`src/rtl/bilstm_seq_pkg.sv`:
```
// -----------------------------------------------------------------------------
// bilstm_seq_pkg
// Shared definitions for the BiLSTM batch sequencer:
//   - seq_state_t : controller states (IDLE, LOAD, START, WAIT, DRAIN)
//   - default element counts and their last-index constants
//   - last_index(): helper used to derive terminal counter values
// -----------------------------------------------------------------------------
package bilstm_seq_pkg;

    typedef enum logic [2:0] {
        IDLE  = 3'd0,
        LOAD  = 3'd1,
        START = 3'd2,
        WAIT  = 3'd3,
        DRAIN = 3'd4
    } seq_state_t;

    localparam int DEF_IN_ELEMS  = 60;
    localparam int DEF_OUT_ELEMS = 200;
    localparam int DEF_IN_LAST   = DEF_IN_ELEMS - 1;
    localparam int DEF_OUT_LAST  = DEF_OUT_ELEMS - 1;

    function automatic int last_index(input int elems);
        return elems - 1;
    endfunction

endpackage

```
`src/rtl/seq_out_fifo2.sv`:
```
// -----------------------------------------------------------------------------
// seq_out_fifo2
// Two-entry valid/ready buffer between the concat memory read port and the
// downstream stream. A push into a full buffer is accepted only when a pop
// happens in the same cycle.
// Ports:
//   clk, rst     clock, asynchronous active-high reset
//   flush        synchronous clear of occupancy and pointers
//   push         write push_data (ignored when full without a pop)
//   push_data    entry to store
//   pop          downstream ready; consumes the head entry when valid
//   out_valid    head entry present
//   out_data     head entry, held stable until popped
//   count        occupancy (0..2), used for read-issue gating
// -----------------------------------------------------------------------------
module seq_out_fifo2 #(
    parameter int WIDTH = 17
) (
    input  logic             clk,
    input  logic             rst,
    input  logic             flush,
    input  logic             push,
    input  logic [WIDTH-1:0] push_data,
    input  logic             pop,
    output logic             out_valid,
    output logic [WIDTH-1:0] out_data,
    output logic [1:0]       count
);

    logic [WIDTH-1:0] mem [2];
    logic             wr_ptr;
    logic             rd_ptr;
    logic [1:0]       cnt;
    logic             do_pop;
    logic             do_push;

    assign out_valid = (cnt != 2'd0);
    assign out_data  = mem[rd_ptr];
    assign count     = cnt;
    assign do_pop    = pop && out_valid;
    assign do_push   = push && ((cnt != 2'd2) || do_pop);

    always_ff @(posedge clk or posedge rst) begin
        if (rst) begin
            for (int i = 0; i < 2; i++) mem[i] <= '0;
            wr_ptr <= 1'b0;
            rd_ptr <= 1'b0;
            cnt    <= 2'd0;
        end else if (flush) begin
            wr_ptr <= 1'b0;
            rd_ptr <= 1'b0;
            cnt    <= 2'd0;
        end else begin
            if (do_push) begin
                mem[wr_ptr] <= push_data;
                wr_ptr      <= ~wr_ptr;
            end
            if (do_pop) rd_ptr <= ~rd_ptr;
            case ({do_push, do_pop})
                2'b10:   cnt <= cnt + 2'd1;
                2'b01:   cnt <= cnt - 2'd1;
                default: cnt <= cnt;
            endcase
        end
    end

endmodule

```
`src/rtl/bilstm_batch_sequencer.sv`:
```
// -----------------------------------------------------------------------------
// bilstm_batch_sequencer
// Batch-level controller for the BiLSTM top. Per batch it loads IN_ELEMS
// samples into the BiLSTM input memory, pulses start_bilstm, waits for a
// rising edge of done_store_concat, then streams OUT_ELEMS concat words out
// through a 2-entry buffer. Runs NUM_BATCHES batches per run pulse.
// Ports:
//   clk, rst                      clock, asynchronous active-high reset
//   run, abort                    run start (IDLE only), synchronous abort
//   in_valid/in_data/in_ready     input sample stream
//   input_write_*                 BiLSTM input memory write port (registered)
//   start_bilstm                  one-cycle start pulse
//   done_store_concat             BiLSTM batch-complete level
//   concat_mem_read_*             concat memory read port (1-cycle latency)
//   out_valid/out_data/out_last   output stream, out_ready backpressure
//   busy, batch_idx, run_done     status
// -----------------------------------------------------------------------------
module bilstm_batch_sequencer
    import bilstm_seq_pkg::*;
#(
    parameter int DATA_WIDTH      = 16,
    parameter int IN_ELEMS        = DEF_IN_ELEMS,
    parameter int IN_ADDR_WIDTH   = 6,
    parameter int OUT_ELEMS       = DEF_OUT_ELEMS,
    parameter int OUT_ADDR_WIDTH  = 8,
    parameter int NUM_BATCHES     = 20,
    parameter int BATCH_CNT_WIDTH = 5
) (
    input  logic                       clk,
    input  logic                       rst,
    input  logic                       run,
    input  logic                       abort,
    input  logic                       in_valid,
    input  logic [DATA_WIDTH-1:0]      in_data,
    output logic                       in_ready,
    output logic                       input_write_enable,
    output logic [IN_ADDR_WIDTH-1:0]   input_write_address,
    output logic [DATA_WIDTH-1:0]      input_write_data,
    output logic                       start_bilstm,
    input  logic                       done_store_concat,
    output logic                       concat_mem_read_enable,
    output logic [OUT_ADDR_WIDTH-1:0]  concat_mem_read_address,
    input  logic [DATA_WIDTH-1:0]      concat_mem_read_data,
    output logic                       out_valid,
    output logic [DATA_WIDTH-1:0]      out_data,
    output logic                       out_last,
    input  logic                       out_ready,
    output logic                       busy,
    output logic [BATCH_CNT_WIDTH-1:0] batch_idx,
    output logic                       run_done
);

    localparam logic [IN_ADDR_WIDTH-1:0]   IN_LAST    = IN_ADDR_WIDTH'(last_index(IN_ELEMS));
    localparam logic [OUT_ADDR_WIDTH-1:0]  OUT_LAST   = OUT_ADDR_WIDTH'(last_index(OUT_ELEMS));
    localparam logic [BATCH_CNT_WIDTH-1:0] BATCH_LAST = BATCH_CNT_WIDTH'(last_index(NUM_BATCHES));

    seq_state_t                state;
    logic [IN_ADDR_WIDTH-1:0]  wr_cnt;
    logic [OUT_ADDR_WIDTH-1:0] rd_addr;
    logic                      rd_all;
    logic                      rd_vld_p1;
    logic                      rd_last_p1;
    logic                      done_prev;
    logic [1:0]                fifo_count;
    logic                      fifo_valid;
    logic [DATA_WIDTH:0]       fifo_data;
    logic                      in_beat;
    logic                      pop;
    logic                      issue;
    logic                      done_rise;
    logic [2:0]                occ;

    assign in_ready  = (state == LOAD);
    assign in_beat   = in_valid && in_ready;
    assign busy      = (state != IDLE);
    assign done_rise = done_store_concat && !done_prev;
    assign pop       = fifo_valid && out_ready;

    // Occupancy seen by the issue gate: buffered words plus the read returning
    // this cycle, minus the word leaving this cycle. Crediting the pop keeps
    // one word per cycle flowing with out_ready held high.
    assign occ   = {1'b0, fifo_count} + {2'b00, rd_vld_p1} - {2'b00, pop};
    assign issue = (state == DRAIN) && !rd_all && !abort && (occ < 3'd2);

    assign concat_mem_read_enable  = issue;
    assign concat_mem_read_address = rd_addr;

    assign out_valid = fifo_valid;
    assign out_data  = fifo_data[DATA_WIDTH-1:0];
    assign out_last  = fifo_valid && fifo_data[DATA_WIDTH];

    // Stage p1: read data returns one cycle after issue and enters the buffer
    seq_out_fifo2 #(
        .WIDTH(DATA_WIDTH + 1)
    ) u_out_fifo (
        .clk       (clk),
        .rst       (rst),
        .flush     (abort),
        .push      (rd_vld_p1),
        .push_data ({rd_last_p1, concat_mem_read_data}),
        .pop       (out_ready),
        .out_valid (fifo_valid),
        .out_data  (fifo_data),
        .count     (fifo_count)
    );

    always_ff @(posedge clk or posedge rst) begin
        if (rst) begin
            state               <= IDLE;
            wr_cnt              <= '0;
            rd_addr             <= '0;
            rd_all              <= 1'b0;
            rd_vld_p1           <= 1'b0;
            rd_last_p1          <= 1'b0;
            done_prev           <= 1'b0;
            input_write_enable  <= 1'b0;
            input_write_address <= '0;
            input_write_data    <= '0;
            start_bilstm        <= 1'b0;
            batch_idx           <= '0;
            run_done            <= 1'b0;
        end else begin
            done_prev          <= done_store_concat;
            input_write_enable <= 1'b0;
            start_bilstm       <= 1'b0;
            run_done           <= 1'b0;
            if (abort) begin
                state      <= IDLE;
                wr_cnt     <= '0;
                rd_addr    <= '0;
                rd_all     <= 1'b0;
                rd_vld_p1  <= 1'b0;
                rd_last_p1 <= 1'b0;
                batch_idx  <= '0;
            end else begin
                rd_vld_p1 <= issue;
                if (issue) begin
                    rd_last_p1 <= (rd_addr == OUT_LAST);
                    if (rd_addr == OUT_LAST) rd_all <= 1'b1;
                    else                     rd_addr <= rd_addr + 1'b1;
                end
                case (state)
                    IDLE: begin
                        if (run) begin
                            state     <= LOAD;
                            batch_idx <= '0;
                            wr_cnt    <= '0;
                        end
                    end
                    LOAD: begin
                        if (in_beat) begin
                            input_write_enable  <= 1'b1;
                            input_write_address <= wr_cnt;
                            input_write_data    <= in_data;
                            if (wr_cnt == IN_LAST) begin
                                state        <= START;
                                start_bilstm <= 1'b1;
                            end else begin
                                wr_cnt <= wr_cnt + 1'b1;
                            end
                        end
                    end
                    START: state <= WAIT;
                    WAIT: begin
                        if (done_rise) begin
                            state   <= DRAIN;
                            rd_addr <= '0;
                            rd_all  <= 1'b0;
                        end
                    end
                    DRAIN: begin
                        if (pop && out_last) begin
                            batch_idx <= batch_idx + 1'b1;
                            rd_addr   <= '0;
                            rd_all    <= 1'b0;
                            if (batch_idx == BATCH_LAST) begin
                                state    <= IDLE;
                                run_done <= 1'b1;
                            end else begin
                                state  <= LOAD;
                                wr_cnt <= '0;
                            end
                        end
                    end
                    default: state <= IDLE;
                endcase
            end
        end
    end

endmodule

```
`config.mk`:
```
export PLATFORM = sky130hd
export DESIGN_NAME = bilstm_batch_sequencer
export DESIGN_NICKNAME = d
export VERILOG_FILES = /design/src/rtl/bilstm_seq_pkg.sv /design/src/rtl/seq_out_fifo2.sv /design/src/rtl/bilstm_batch_sequencer.sv
export SDC_FILE = /design/constraint.sdc
export NUM_CORES = 1
export LEC_CHECK = 0
export BUFFER_PORTS_ARGS = -buffer_cell sky130_fd_sc_hd__buf_2
export CAP_MARGIN = 40
export CORE_ASPECT_RATIO = 1.2
export CORE_MARGIN = 3
export CORE_UTILIZATION = 54
export CTS_CLUSTER_DIAMETER = 200
export DETAILED_ROUTE_END_ITERATION = 10
export PLACE_DENSITY = 0.8
export SETUP_SLACK_MARGIN = 0.4
export SKIP_LAST_GASP = 1
export SLEW_MARGIN = 20
export SYNTH_ARGS = -nofsm -noshare
export SYNTH_HDL_FRONTEND = slang
export SYNTH_SLANG_ARGS = --single-unit
```
`constraint.sdc`:
```
create_clock -name clk -period 3.6 [get_ports clk]
set_input_delay 0.72 -clock clk [delete_from_list [all_inputs] [get_ports clk]]
set_output_delay 0.72 -clock clk [all_outputs]
set_load 0.1 [all_outputs]
```
* Word level (Yosys, flattened, before mapping)
Index checks and enable logic that the tools add are counted.
Cells by class: add/sub/neg operators 7, $lt $le $gt $ge 4, equal/unequal tests 17, muxes and demuxes 57, bitwise gates (word level) 5, reduce and logical (&&, ||, !) cells 28
Operator list (count):
- two-way mux 17 bit | 4
- two-way mux 8 bit | 5
- two-way mux 6 bit | 6
- bitwise mux 34 bit | 1
- two-way mux 1 bit | 24
- two-way mux 3 bit | 6
- case mux 6 bit (3 select lines) | 1
- demux 17 bit (select 1 bit) | 1
- case mux 8 bit (2 select lines) | 1
- two-way mux 5 bit | 3
- case mux 3 bit (5 select lines) | 1
- inequality test 3 bit (second input constant) | 4
- logical AND 1 bit | 10
- case mux 5 bit (2 select lines) | 1
- inequality test 3 x 2 -> 1 bit (second input constant) | 3
- nonzero test 3 bit | 3
- adder 8 x 1 -> 8 bit (second input constant) | 1
- equality test 8 bit (second input constant) | 1
- nonzero test 2 bit | 4
- adder 6 x 1 -> 6 bit (second input constant) | 1
- equality test 3 x 2 -> 1 bit (second input constant) | 2
- equality test 6 bit (second input constant) | 1
- AND reduction 3 bit | 2
- AND reduction 6 bit | 1
- other kinds (25) | 31
Storage, ports and cells: register bits 89, input bits 39, output and inout port bits 59, logic and storage cells 136

* Logic depth before layout (Yosys ltp)
depth in word-level cells 9, gate-level depth with buffers 11, gate-level depth less buffers 9

* Modules after synthesis
A second synthesis with hierarchy kept.
Unflattened totals: cells, all modules 338, area total of the unflattened synthesis 4302.9 µm²
Modules (own cells, without submodules):
- bilstm_batch_sequencer | instances 1, cells an instance 220, area an instance 2542.4 µm², seq. area each 1276.2 µm²
- seq_out_fifo2 | instances 1, cells an instance 118, area an instance 1760.4 µm², seq. area each 950.9 µm²

* Worst setup path before layout
OpenSTA, ideal clock, no wires.
path kind flip-flop to output port, from reg state[0], to out in_ready, data arrival time 2.815 ns, required time 2.880 ns, setup slack 0.065 ns, cell stages (with the launch flop) 4, path buffers 1, cell sequence dfrtp_1 > clkbuf_1 > inv_1 > nor3_1
On the way: cells in the longest elaborated chain, start to end 1
Ends and longest elaborated chain:
- from (decl) | RTL line bilstm_batch_sequencer.sv:57 | seq_state_t state;
- from (signal assigned) | RTL line bilstm_batch_sequencer.sv:109 | state <= IDLE;
- from (signal assigned) | RTL line bilstm_batch_sequencer.sv:128 | state <= IDLE;
- from (signal assigned) | RTL line bilstm_batch_sequencer.sv:145 | state <= LOAD;
- equality test 3 x 1 -> 1 bit | RTL line bilstm_batch_sequencer.sv:73 | assign in_ready = (state == LOAD);
- to (decl) | RTL line bilstm_batch_sequencer.sv:35 | output logic in_ready,
No other way between the ends.

* Worst setup path in the final report
from in out_ready, to out concat_mem_read_enable
On the way: cells in the longest elaborated chain, start to end 4
Ends and longest elaborated chain:
- from (decl) | RTL line bilstm_batch_sequencer.sv:47 | input logic out_ready,
- logical AND 1 bit | RTL line bilstm_batch_sequencer.sv:77 | assign pop = fifo_valid && out_ready;
- subtractor 3 x 1 -> 3 bit | RTL line bilstm_batch_sequencer.sv:82 | assign occ = {1'b0, fifo_count} + {2'b00, rd_vld_p1} - {2'b00, pop};
- < comparator 3 x 2 -> 1 bit | RTL line bilstm_batch_sequencer.sv:83 | assign issue = (state == DRAIN) && !rd_all && !abort && (occ < 3'd2);
- logical AND 1 bit | RTL line bilstm_batch_sequencer.sv:83
- to (decl) | RTL line bilstm_batch_sequencer.sv:41 | output logic concat_mem_read_enable,
No other way between the ends.

==> summary.txt <==
Vias: 3113
Commonest non-fill, non-tap cell in the layout: buf_2
Ports placed on the boundary: 98
Internal power: 1.450 mW
RSZ-0062 raised after global routing: yes
Routed WL: 8804 um
Worst path arrival time: 2440 ps
Final period util: 0.8791
Final setup viols: 0
Worst-path fanout max: 6
Crit. End Element: output port
Reg2Reg Launch Point: u_out_fifo.count[0]
Placed insts: 518
Global-route wire length before repair: 14180 um
Worst Hold Class: primary input to asynchronous set/reset pin
Nets: 489
Routed len/inst: 16.27 um
Area Overhead vs Synth: 20.92%
Post-route cell area: 0.004991 mm2
Largest net degree at the start of global routing: 45
Post-synthesis net count: 383
Clock Tree Root: clkbuf_8
Post-Synthesis Cells: 340
H-Tree Depth: 3
Port bufs: 97
Setup TNS Final: 0 ps
Crit path time final: 3165 ps
Post-synth EDFFs: 0
Worst-Skew Late Latency: 360 ps
Fin. Hold Viols: 0
Total Routing Usage GR: 0.2048
Part of the power in the clock network: 0.303
Hold Buf Count CTS: 0
Post-synth cell types: 50
Drt initial violations: 148
CTS Sinks: 89
Seq/Total Area, Yosys: 0.5396
Combinational share of power: 0.221
Diode count: 0
Row cnt: 34
Vias in the first global route: 3052
DR vias/cell: 5.754
Final std cells w/o fill: 541
Final core occ: 0.6782
GP Congestion: 0.7924
Die footprint: 0.008733 mm2
Die Width: 85.81 um
Clk pin slew, worst setup/hold paths: 80 ps
Net Sw Frac: 0.3499
Clk_skew: 12.13 ps
P_leak: 2.517 nW
RR Endpoint: concat_mem_read_address[3]
Post-synth ARST share: 1.000
Pwr dens: 447.0 mW/mm2
CP Class: primary input to output port
Core area: 0.007360 mm2
Slew Limit Fails: 0
TritonCTS clock tree: built
Syn_area_per_cell: 12.14 um2
Die H: 101.8 um
Layout cells sized above 1: 0.4745
Startpoint types: primary input
Post-DP HPWL: 6046 um
Worst setup path startpoint: out_ready
Synth Register Bits: 89
Drt drc: 0
Most frequent cells in the layout: buf_2, dfrtp_1, mux2_2
Status: finished, final reports clean
FMAX: 316.0 MHz
Ys Warns: 0
Max Buffers Root-to-Sink: 2
Drt pass-1 iters: 4
Crit path to: concat_mem_read_enable
Placed inst area: 0.004737 mm2
Top_reg_cell synth: dfrtp_1
Worst-margin pin slew: 776.4 ps
Sw power: 780.6 uW
Slew headroom: 0.4776
Post-route ant nets: 0
Initial Util: 0.5609
Reg power frac: 0.477
Reg2reg setup slack: 880 ps
Initial antenna violation count: 0
Fillcell total: 564
CTS buffer count: 9
Peak supply drop: 0.4295 mV
Grt ovf: 0
Max-cap violations: 0
Reg2Reg Depth: 9
Crit path required time: 2880 ps
Synth Cell Area: 0.004128 mm2
power by group through the flow:
stage	clock network (mW)	logic, mW	registers (mW)
floorplan	0	0.0891	1.39
global placement	0	0.491	1.08
detailed placement	0	0.496	1.08
CTS	0.693	0.496	1.06
global route	0.727	0.511	1.07
finish	0.675	0.492	1.06
final cells by class:
class	count	area [um2]	share of cell area
flip-flops and latches	89	2228	0.4465
multi-input cells	227	1812	0.3630
repair buffers	112	613.1	0.1228
clock buffers	10	127.6	0.02557
well taps	90	112.6	0.02256
clock inverters	6	66.31	0.01329
inverters	7	31.28	0.006267
worst min-delay path by stage:
stage	endpoint	cells past startpoint	from
after global routing	done_prev	1	done_store_concat
after detailed placement	input_write_address[0]	2	input_write_address[0]
final	input_write_data[7]	2	rst
after floorplan	rd_all	2	rd_all
after CTS	u_out_fifo.mem[21]	2	rst
after global placement	input_write_address[0]	2	input_write_address[0]
logic make-up (layout without fill, tap and decap cells):
kind of cell	after synthesis	after routing	share of synthesized area
AOI/OAI and AO/OA	55	55	0.08609
buffers and inverters	24	135	0.02365
DFF	89	89	0.5396
adders and majority gates	4	4	0.01394
xor gates and xnor gates	4	4	0.008489
muxes	72	72	0.1964
and+or+nand+nor	92	92	0.1319
Yosys cell counts, drive strengths merged, types with 4 or more instances:
library cell,instances,area share
clkbuf,9,0.0082
nand2b,8,0.012
a21oi,15,0.018
o21ai,13,0.016
a311oi,4,0.0085
inv,7,0.0064
a31oi,4,0.0061
nor2,14,0.013
nor4,5,0.0076
mux2,72,0.20
nand3,11,0.013
or3,6,0.010
nand4,4,0.0061
buf,8,0.0091
dfrtp,89,0.54
nand2,13,0.012
per-layer routing:
layer,routed length (um),global-route usage
met1,3636,0.2491
met2,4541,0.3571
met3,483,0.03824
met4,143,0.08648
met5,0,0
critical path, stage by stage:
cell and delay [ps]:
buf_4 130, and3b_2 210, buf_4 130, fa_1 500, nand2b_1 70, or3_4 400
clkinvlp_4 110, buf_12 170
sequential cells by signal, indices dropped and copies added, names as in the netlist:
| signal | flops |
|---|---|
| u_out_fifo.mem | 34 |
| input_write_data | 16 |
| concat_mem_read_address | 8 |
| input_write_address | 6 |
| wr_cnt | 6 |
| batch_idx | 5 |
| state | 3 |
| u_out_fifo.count | 2 |
| done_prev | 1 |
| input_write_enable | 1 |
| rd_all | 1 |
| rd_last_p1 | 1 |
| rd_vld_p1 | 1 |
| run_done | 1 |
| start_bilstm | 1 |
| u_out_fifo.rd_ptr | 1 |
| u_out_fifo.wr_ptr | 1 |
stage by stage:
stage / hold WS [ps] / setup slack [ps] / power (mW)
6_report: 446.2 / 435.3 / 2.231
5_1_grt: 486.2 / 371.6 / 2.307
4_1_cts: 467.8 / 408.8 / 2.253
3_5_place_dp: 486.4 / 254.9 / 1.580
3_3_place_gp: 463.6 / 330.1 / 1.571
2_1_floorplan: 454.0 / 333.1 / 1.484
repair_timing:
action | CTS | global route
pin swaps | 1 | 1
buffers inserted | 4 | 3
endpoints found under the hold margin | 0 | 0
endpoints found under the setup margin | 1 | 1
gates resized for setup | 4 | 0
(Power assumes the default switching activity.)
